--- config.mk ---
export PLATFORM = sky130hd
export DESIGN_NAME = branch_predictor
export DESIGN_NICKNAME = d
export VERILOG_FILES = /design/src/rtl/branch_predictor_pkg.sv /design/src/rtl/sat_counter2.sv /design/src/rtl/branch_predictor.sv
export SDC_FILE = /design/constraint.sdc
export NUM_CORES = 2
export LEC_CHECK = 0
export ABC_AREA = 1
export CORE_MARGIN = 8
export CORE_UTILIZATION = 40
export DETAILED_ROUTE_END_ITERATION = 12
export GPL_TIMING_DRIVEN = 1
export PLACE_DENSITY = 0.54
export SYNTH_ARGS = -nofsm -noshare
export SYNTH_HDL_FRONTEND = slang
export SYNTH_HIERARCHICAL = 1
export SYNTH_SLANG_ARGS = --single-unit
--- constraint.sdc ---
create_clock -name i_clk -period 5.79 [get_ports i_clk]
set_input_delay 0.8685 -clock i_clk [delete_from_list [all_inputs] [get_ports i_clk]]
set_output_delay 0.8685 -clock i_clk [all_outputs]
set_load 0.1 [all_outputs]
--- src/rtl/branch_predictor_pkg.sv ---
// Shared core definitions used by the fetch predictor and EX decode.
// Counter encodings and control-flow opcodes.
package branch_predictor_pkg;

    localparam logic [1:0] SNT = 2'b00;
    localparam logic [1:0] WNT = 2'b01;
    localparam logic [1:0] WT  = 2'b10;
    localparam logic [1:0] ST  = 2'b11;

    localparam logic [6:0] OP_BRANCH = 7'b1100011;
    localparam logic [6:0] OP_JAL    = 7'b1101111;
    localparam logic [6:0] OP_JALR   = 7'b1100111;

endpackage

--- src/rtl/sat_counter2.sv ---
// Two-bit saturating counter next-state function.
// set has priority, then inc, then dec; otherwise the count holds.
module sat_counter2
    import branch_predictor_pkg::*;
(
    input  logic [1:0] ctr_i,
    input  logic       inc_i,
    input  logic       dec_i,
    input  logic       set_i,
    input  logic [1:0] set_val_i,
    output logic [1:0] ctr_o
);

    always_comb begin
        ctr_o = ctr_i;
        if (set_i) begin
            ctr_o = set_val_i;
        end else if (inc_i) begin
            if (ctr_i != ST) ctr_o = ctr_i + 2'd1;
        end else if (dec_i) begin
            if (ctr_i != SNT) ctr_o = ctr_i - 2'd1;
        end
    end

endmodule

--- src/rtl/branch_predictor.sv ---
// Fetch-side branch predictor: direct-mapped BTB with 2-bit counters,
// EX-stage update, mispredict redirect and performance counters.
module branch_predictor
    import branch_predictor_pkg::*;
#(
    parameter int IDX_W = 4
) (
    input  logic        i_clk,
    input  logic        i_reset,
    input  logic [31:0] i_if_pc,
    output logic        o_pred_taken,
    output logic [31:0] o_pred_target,
    input  logic        i_upd_valid,
    input  logic [31:0] i_upd_pc,
    input  logic        i_upd_is_jump,
    input  logic        i_upd_taken,
    input  logic [31:0] i_upd_target,
    input  logic        i_upd_pred_taken,
    input  logic [31:0] i_upd_pred_target,
    output logic        o_mispredict,
    output logic [31:0] o_redirect_pc,
    output logic [31:0] o_br_count,
    output logic [31:0] o_mp_count
);

    localparam int TAG_W = 32 - IDX_W - 2;
    localparam int NENT  = 1 << IDX_W;

    logic [NENT-1:0]  valid_q;
    logic [1:0]       ctr_q [NENT];
    logic [TAG_W-1:0] tag_q [NENT];
    logic [31:0]      tgt_q [NENT];
    logic [31:0]      br_cnt_q, br_cnt_d;
    logic [31:0]      mp_cnt_q, mp_cnt_d;

    logic [IDX_W-1:0] if_idx;
    logic [TAG_W-1:0] if_tag;
    logic             if_hit;

    logic [IDX_W-1:0] upd_idx;
    logic [TAG_W-1:0] upd_tag;
    logic             upd_hit;
    logic             upd_we;
    logic             upd_wr_tgt;
    logic             ctr_set;
    logic             ctr_inc;
    logic             ctr_dec;
    logic [1:0]       ctr_set_val;
    logic [1:0]       ctr_nxt;
    logic             unused_pc_bits;

    assign unused_pc_bits = ^{i_if_pc[1:0], i_upd_pc[1:0]};

    assign if_idx = i_if_pc[IDX_W+1:2];
    assign if_tag = i_if_pc[31:IDX_W+2];
    assign if_hit = valid_q[if_idx] & (tag_q[if_idx] == if_tag);

    assign o_pred_taken  = if_hit & ctr_q[if_idx][1];
    assign o_pred_target = if_hit ? tgt_q[if_idx] : 32'd0;

    assign upd_idx = i_upd_pc[IDX_W+1:2];
    assign upd_tag = i_upd_pc[31:IDX_W+2];
    assign upd_hit = valid_q[upd_idx] & (tag_q[upd_idx] == upd_tag);

    // Not-taken branches that miss never allocate.
    always_comb begin
        upd_we      = 1'b0;
        upd_wr_tgt  = 1'b0;
        ctr_set     = 1'b0;
        ctr_inc     = 1'b0;
        ctr_dec     = 1'b0;
        ctr_set_val = WNT;
        if (i_upd_valid) begin
            if (i_upd_is_jump) begin
                upd_we      = 1'b1;
                upd_wr_tgt  = 1'b1;
                ctr_set     = 1'b1;
                ctr_set_val = ST;
            end else if (i_upd_taken) begin
                upd_we     = 1'b1;
                upd_wr_tgt = 1'b1;
                ctr_inc    = upd_hit;
                ctr_set    = ~upd_hit;
                ctr_set_val = WT;
            end else if (upd_hit) begin
                upd_we  = 1'b1;
                ctr_dec = 1'b1;
            end
        end
    end

    sat_counter2 u_ctr (
        .ctr_i     (ctr_q[upd_idx]),
        .inc_i     (ctr_inc),
        .dec_i     (ctr_dec),
        .set_i     (ctr_set),
        .set_val_i (ctr_set_val),
        .ctr_o     (ctr_nxt)
    );

    always_ff @(posedge i_clk or negedge i_reset) begin
        if (!i_reset) begin
            valid_q <= '0;
            for (int i = 0; i < NENT; i++) begin
                ctr_q[i] <= WNT;
                tag_q[i] <= '0;
                tgt_q[i] <= '0;
            end
        end else if (upd_we) begin
            valid_q[upd_idx] <= 1'b1;
            tag_q[upd_idx]   <= upd_tag;
            ctr_q[upd_idx]   <= ctr_nxt;
            if (upd_wr_tgt) tgt_q[upd_idx] <= i_upd_target;
        end
    end

    assign o_mispredict = i_upd_valid &
        ((i_upd_pred_taken != i_upd_taken) |
         (i_upd_taken & i_upd_pred_taken &
          (i_upd_pred_target != i_upd_target)));

    assign o_redirect_pc = i_upd_taken ? i_upd_target : i_upd_pc + 32'd4;

    always_comb begin
        br_cnt_d = br_cnt_q;
        mp_cnt_d = mp_cnt_q;
        if (i_upd_valid)  br_cnt_d = br_cnt_q + 32'd1;
        if (o_mispredict) mp_cnt_d = mp_cnt_q + 32'd1;
    end

    always_ff @(posedge i_clk or negedge i_reset) begin
        if (!i_reset) begin
            br_cnt_q <= '0;
            mp_cnt_q <= '0;
        end else begin
            br_cnt_q <= br_cnt_d;
            mp_cnt_q <= mp_cnt_d;
        end
    end

    assign o_br_count = br_cnt_q;
    assign o_mp_count = mp_cnt_q;

endmodule
Word-level counts from Yosys, hierarchy flattened
Index checks and enable logic that the tools add are counted.

word-level totals
  bits in registers = 1040
  latch bits = 0
  bits in writable memories = 0
  memory bits (read-only) = 0
  bits of input ports = 134
  output and inout bits = 130
  word-level logic and storage cells = 138
  memories = 0

cells by class
  add/subtract/negate cells = 5
  multipliers = 0
  divide/modulo/power cells = 0
  magnitude comparators = 6
  equality and inequality tests = 5
  shift-type cells = 0
  mux-type cells = 56
  bitwise logic cells = 11
  reductions and logical operators = 4

operator list
  operator                                                     number
  bitwise mux 512 bit                                          1
  bitwise mux 416 bit                                          1
  binary-select mux 26 bit (select 4 bit)                      2
  two-way mux 32 bit                                           5
  two-way mux 26 bit                                           5
  binary-select mux 32 bit (select 4 bit)                      1
  demux 32 bit (select 4 bit)                                  1
  demux 26 bit (select 4 bit)                                  1
  adder 32 x 1 -> 32 bit (second input constant)               2
  == test 26 bit                                               2
  adder 32 x 3 -> 32 bit (second input constant)               1
  bitwise mux 32 bit                                           1
  inequality test 32 bit                                       1
  two-way mux 2 bit                                            13
  two-way mux 1 bit                                            19
  binary-select mux 2 bit (select 4 bit)                       2
  bitwise OR 16 bit                                            1
  greater-or-equal comparator 5 bit (second input constant)    2
  less-than comparator 4 x 5 -> 1 bit (second input constant)  2
  NOT 4 -> 5 bit                                               2
  binary-select mux 1 bit (select 4 bit)                       2
  demux 2 bit (select 4 bit)                                   1
  bitwise AND 1 bit                                            6
  less-than comparator 5 x 1 -> 1 bit (second input constant)  1
  11 further kinds                                             12

Logic depth before layout (Yosys ltp)
  word-level depth = 14
  gate-level depth with buffers = 28
  depth with buffers taken out = 23

Modules after synthesis
Netlist, hierarchy kept.

modules (own cells, without submodules)
  module            times used  cells each  area each (µm²)  sequential area each (µm²)
  branch_predictor  1           7711        56671.9          26045.0
  sat_counter2      1           18          76.3             0.0

Worst setup path before layout
No wires, ideal clock.

  path type = input-to-output
  start = in i_if_pc[2]
  end = out o_pred_target[10]
  arrival = 4.701 ns
  required time = 4.922 ns
  slack = 0.221 ns
  cell stages on the path = 14
  buffers on the path = 5
  path through = buf_2 -> buf_2 -> buf_2 -> buf_1 -> o211ai_1 -> nand3_1 -> nand3_1 -> nand2_1 -> xnor2_1 -> nand2_1 -> nor3_1 -> nand3_1 -> clkbuf_1 -> nor3_1

between the ends
  cells in the longest elaborated chain, start to end = 7
  elaborated cells on any way between the ends = 12
  those cells by class = eq/ne: 1; mux: 9; bitwise: 2

RTL lines
  what                                                    line                                            text
  start: declaration                                      branch_predictor.sv:10                          input logic [31:0] i_if_pc,
  NOT 4 -> 5 bit (implied by the code)                    branch_predictor.sv:56, branch_predictor.sv:59
  binary-select mux 26 bit (select 4 bit)                 branch_predictor.sv:56                          assign if_hit = valid_q[if_idx] & (tag_q[if_idx] == if_tag);
  two-way mux 26 bit (implied by the code) (2 in series)  branch_predictor.sv:56
  == test 26 bit                                          branch_predictor.sv:56
  bitwise AND 1 bit                                       branch_predictor.sv:56
  two-way mux 32 bit (*)                                  branch_predictor.sv:59                          assign o_pred_target = if_hit ? tgt_q[if_idx] : 32'd0;
  end: declaration                                        branch_predictor.sv:12                          output logic [31:0] o_pred_target,

Every way passes the cells marked *; elsewhere a longest branch is shown, timed or not. The select of a mux whose other input is x is not followed.

Worst setup path after layout
  start = in i_upd_pc[4]
  end = out o_redirect_pc[27]

between the ends
  cells in the longest elaborated chain, start to end = 2

RTL lines
  what                    line                     text
  start: declaration      branch_predictor.sv:14   input logic [31:0] i_upd_pc,
  adder 32 x 3 -> 32 bit  branch_predictor.sv:122  assign o_redirect_pc = i_upd_taken ? i_upd_target : i_upd_pc + 32'd4;
  two-way mux 32 bit      branch_predictor.sv:122
  end: declaration        branch_predictor.sv:21   output logic [31:0] o_redirect_pc,

No other way between the ends.

==> results by stage <==
Timing:
- The max-slew violation count came to 0.
- Setup total negative slack on the finished layout was measured at 0 ns.
- The number of setup violations in the final report is 0.
- For the pin with the worst max-slew slack, the measured transition is 1.031 ns.
- Setup repair after global routing left no endpoint under its margin.
- The hold violation count in the final report is 0.
- In this run the tightest slew margin relative to its limit is 0.3107.
- Derived from the worst setup path, the maximum achievable clock frequency is 0.1836 GHz.
- The portion of the clock cycle consumed by the worst path in the final layout is 0.9409.
- Across the routed clock network, the largest skew measured is 0.04073 ns.
- The final critical path time including I/O delays and setup is 5.448 ns.

Cells and area:
- The register area is 26050 µm².
- The relative area change from synthesis to final layout is 16.06%.
- At the end of the flow, the number of nets in the layout was 7835.
- Of the cells placed in the final design, the portion with a size suffix greater than 1 is 0.07672.
- The filler cells instantiated in the layout total roughly 14k.
- The final design area excluding fillers is between 60000 and 70000 µm².
- The combined area of the multi-input logic cells is 26060 µm².

Global routing:
- The total overflow left after global routing is 0.
- The wire length of the first global-routing pass is 330600 µm.
- The number of global-route vias before repair is between 50k and 60k.
- In the global route stage, overall resource usage came out at 0.2805.
- The number of antenna violations at the first check in global routing is 6.
- Entering global routing, the biggest net connects about 140 pins.

Setup path:
- For the worst setup path, the data required time is 4.92 ns.
- Of all nets on the critical path, the largest fanout is 5.
- The worst setup slack for register-to-register paths is 2.33 ns.
- The worst setup path endpoint is o_redirect_pc[27].
- The worst reg2reg path startpoint is tag_q[363]$_DFFE_PN0P_.
- The endpoint identified for the worst register-to-register timing path is ctr_q[10]$_DFFE_PN1P_.
- The critical path start-end classification is in -> out.
- The most critical setup path has its startpoint at i_upd_pc[4].
- The worst-case reg-to-reg path depth is 21.
- For the worst setup path, the data arrival time is ~4.6 ns.
- STA classifies the critical path startpoint as an input port.
- The endpoint type of the worst setup path is a primary output.

Die:
- The number of cell rows is 138.
- The die span in x is 392.7 µm.
- The region available for standard cell placement spans 141200 µm².
- The effective utilization at floorplan is 0.4018.
- The number of top-level pins is 264.
- The height of the die is between 300 and 400 µm.
- The die area is 154200 µm².

Detailed routing:
- The overall routed net length is 221900 µm.
- The remaining routing DRC violations is 0.
- The first TritonRoute pass finished after 6 iterations.
- The average detailed-routed wire length per instance is between 20 and 25 µm.
- The antenna violation net count after detailed routing is 0.
- The number of DRC violations after detailed-routing iteration 0 is 5947.
- After detailed routing, the number of vias per cell comes to 5.506.
- The via count is 53.34k.

Power and ir drop:
- The leakage power of the design is 32.15 nW.
- The total power divided by cell area is 342.9 nW/µm².
- Total power for the finished layout comes to 22.58 mW.
- The worst voltage drop across the vdd grid is 258.0 µV.

Logic synthesis:
- The flip-flop and latch count after synthesis is 1040.
- The post-synthesis sequential area ratio is 0.4590.
- Counting every net in the synthesized netlist gives 7870.
- During synthesis, Yosys emitted a total of 6 warnings.
- The post-synthesis area per instance is 7.342 µm².
- The compound-cell area share of the yosys netlist is 0.1407.
- After synthesis, the netlist uses 40 different library cells.
- The multiplexer share of the synthesized area is 0.02782.
- After synthesis, the largest family of logic cells by area is simple AND/OR/NAND/NOR gates.
- The synthesized area is 56750 µm².
- The synthesized netlist cell count is 7729.
- The synthesized-area fraction occupied by and/or/nand/nor cells is 0.2674.
- The XOR/XNOR share of the synthesized area is 0.01713.
- Of the total synthesized cell area, the portion taken by full adders, half adders and majority gates is 0.001543.

Status:
- The flow ran to the end, and the final reports show no timing, DRC or antenna violations.

Placed design:
- In this run the cell area measured after placement is a little over 60000 µm².
- Input and output buffers added on the ports amount to 261.
- The HPWL after detailed placement is 134000 µm.
- Routability-driven placement finished with a final weighted congestion of 0.9178.

Clocking:
- The post-cts resize count is 0.
- In this run the number of H-tree levels came out at 3.
- The total CTS buffers is 120.
- The tree built by TritonCTS fans out to around 1.0k sinks.
- The clock transition at the registers of the reported paths is 0.06 ns.
- Clock latency on the worst-skew pair, taken at its later pin, is about 0.76 ns.
- The largest buffer count on any clock path is 3.
- TritonCTS built the clock tree.
- In this run the clock root is driven by a sky130_fd_sc_hd__clkbuf_16.
- The number of buffers added to fix hold violations after cts is 0.
- The setup fix buffers added after clock tree synthesis is 0.

Min path:
- The min-delay analysis places its worst path in the category in -> async.

Flow run:
- The max capacitance violation total is 0.
[through the flow]
| stage | std cells | utilization | worst slack, ns | hold WS [ns] |
|---|---|---|---|---|
| after detailed placement | 9462 | 0.4370 | 0.4112 | 0.4508 |
| after global placement | 9462 | 0.4370 | 0.4267 | 0.4475 |
| after CTS | 9685 | 0.4663 | 0.3991 | 0.2004 |
| after floorplan | 7729 | - | 0.2207 | 0.4333 |
| after global routing | 9685 | 0.4663 | 0.1034 | 0.2397 |
| final | 9687 | 0.4663 | 0.3424 | 0.2143 |
[cells in the mapped netlist]
master / number / area (µm²)
sky130_fd_sc_hd__a21oi_1: 295 / 1476
sky130_fd_sc_hd__a221oi_1: 2 / 17.52
sky130_fd_sc_hd__a22o_1: 1 / 8.760
sky130_fd_sc_hd__a311oi_1: 1 / 8.760
sky130_fd_sc_hd__a31oi_1: 11 / 68.82
sky130_fd_sc_hd__a32o_1: 1 / 10.01
sky130_fd_sc_hd__buf_1: 57 / 214.0
sky130_fd_sc_hd__buf_2: 108 / 540.5
sky130_fd_sc_hd__buf_4: 51 / 382.9
sky130_fd_sc_hd__buf_6: 22 / 247.7
sky130_fd_sc_hd__clkbuf_1: 383 / 1438
sky130_fd_sc_hd__clkinv_1: 2 / 7.510
sky130_fd_sc_hd__dfrtp_1: 1024 / 25620
sky130_fd_sc_hd__dfstp_2: 16 / 420.4
sky130_fd_sc_hd__ha_1: 7 / 87.58
sky130_fd_sc_hd__inv_1: 549 / 2061
sky130_fd_sc_hd__inv_2: 4 / 15.01
sky130_fd_sc_hd__mux2_2: 54 / 608.1
sky130_fd_sc_hd__mux2i_1: 97 / 970.9
sky130_fd_sc_hd__nand2_1: 2579 / 9681
sky130_fd_sc_hd__nand2_2: 1 / 6.260
sky130_fd_sc_hd__nand3_1: 716 / 3583
sky130_fd_sc_hd__nand3b_1: 5 / 37.54
sky130_fd_sc_hd__nand4_1: 28 / 175.2
sky130_fd_sc_hd__nor2_1: 324 / 1216
sky130_fd_sc_hd__nor2_2: 3 / 18.77
sky130_fd_sc_hd__nor3_1: 64 / 320.3
sky130_fd_sc_hd__nor3b_1: 1 / 7.510
sky130_fd_sc_hd__nor4_1: 17 / 106.4
sky130_fd_sc_hd__nor4b_1: 1 / 8.760
sky130_fd_sc_hd__o211ai_1: 147 / 1104
sky130_fd_sc_hd__o21ai_0: 979 / 4900
sky130_fd_sc_hd__o21ai_1: 24 / 120.1
sky130_fd_sc_hd__o21ai_2: 1 / 8.760
sky130_fd_sc_hd__o221ai_1: 2 / 17.52
sky130_fd_sc_hd__o22ai_1: 39 / 244.0
sky130_fd_sc_hd__or2_2: 1 / 6.260
sky130_fd_sc_hd__or4_1: 1 / 7.510
sky130_fd_sc_hd__xnor2_1: 61 / 534.3
sky130_fd_sc_hd__xor2_1: 50 / 437.9
[routing by layer]
metal | track usage | part of all wire | up-vias
li1 | - | - | 24999
met1 | 0.3934 | 0.43 | 25733
met2 | 0.4368 | 0.44 | 2182
met3 | 0.04635 | 0.083 | 422
met4 | 0.1031 | 0.042 | 2
met5 | 0 | 0.000059 | -
[cell type report]
type                    count  area share
inverters                 555     0.03186
repair buffers            464     0.07827
clock buffers             196     0.05606
flip-flops and latches   1040      0.3954
diodes                      2  0.00007599
clock inverters            27    0.006725
multi-input cells        5513      0.3957
well taps                1890     0.03590
[worst min-delay path by stage]
stage / startpoint / slack [ns] / depth (start not counted) / endpoint
after detailed placement: ctr_q[12]$_DFFE_PN1P_ / 0.45 / 2 / ctr_q[12]$_DFFE_PN1P_
after floorplan: valid_q[6]$_DFFE_PN0P_ / 0.43 / 2 / valid_q[6]$_DFFE_PN0P_
after CTS: i_reset / 0.20 / 1 / tgt_q[4]$_DFFE_PN0P_
after global routing: i_reset / 0.24 / 1 / tgt_q[239]$_DFFE_PN0P_
final: i_reset / 0.21 / 1 / tgt_q[4]$_DFFE_PN0P_
after global placement: valid_q[6]$_DFFE_PN0P_ / 0.45 / 2 / valid_q[6]$_DFFE_PN0P_
[cell families after synthesis]
logic type / Yosys count
compound gates: 1503
mux: 151
buf+inv: 1176
fa+ha+maj: 7
simple gates: 3741
flops: 1040
xor+xnor: 111
[power by group]
group / leakage [nW] / switching (mW) / internal, mW / total, mW
combinational: 16.9 / 3.28 / 1.66 / 4.94
sequential: 13.2 / 0.912 / 8.78 / 9.69
clock: 2.01 / 3.26 / 4.70 / 7.96
[state kept, by name, indices dropped and copies added, names as in the netlist]
| signal | cells |
|---|---|
| ctr_q | 32 |
| o_br_count | 32 |
| o_mp_count | 32 |
| tag_q | 416 |
| tgt_q | 512 |
| valid_q | 16 |
[cells in the final DEF, fill, tap and decap left out, types with 54 or more instances in the layout]
cell                              synthesis  final
sky130_fd_sc_hd__buf_12                   0     93
sky130_fd_sc_hd__clkdlybuf4s50_1          0    188
sky130_fd_sc_hd__nor2_1                 324    305
sky130_fd_sc_hd__xnor2_1                 61     61
sky130_fd_sc_hd__nand2_1               2579   2546
sky130_fd_sc_hd__o21ai_0                979    978
sky130_fd_sc_hd__clkbuf_16                0    123
sky130_fd_sc_hd__nand3_1                716    715
sky130_fd_sc_hd__mux2_2                  54     54
sky130_fd_sc_hd__inv_1                  549    546
sky130_fd_sc_hd__nor3_1                  64     64
sky130_fd_sc_hd__dfrtp_1               1024   1024
sky130_fd_sc_hd__a21oi_1                295    294
sky130_fd_sc_hd__buf_4                   51    177
sky130_fd_sc_hd__mux2i_1                 97     97
sky130_fd_sc_hd__o211ai_1               147    147
[critical path, stage by stage]
cell	delay, ns
sky130_fd_sc_hd__clkdlybuf4s50_1	0.79
sky130_fd_sc_hd__inv_1	0.18
sky130_fd_sc_hd__nor2_1	0.20
sky130_fd_sc_hd__nand3_1	0.11
sky130_fd_sc_hd__nor2_1	0.16
sky130_fd_sc_hd__nand2_1	0.22
sky130_fd_sc_hd__nor4_1	0.35
sky130_fd_sc_hd__nand2_1	0.15
sky130_fd_sc_hd__nor2_1	0.17
sky130_fd_sc_hd__nand2_1	0.12
sky130_fd_sc_hd__nor2_2	0.30
sky130_fd_sc_hd__nand2_1	0.11
sky130_fd_sc_hd__xor2_1	0.37
sky130_fd_sc_hd__nand2_1	0.10
sky130_fd_sc_hd__o21ai_1	0.15
sky130_fd_sc_hd__buf_12	0.21
(Power assumes the default switching activity.)
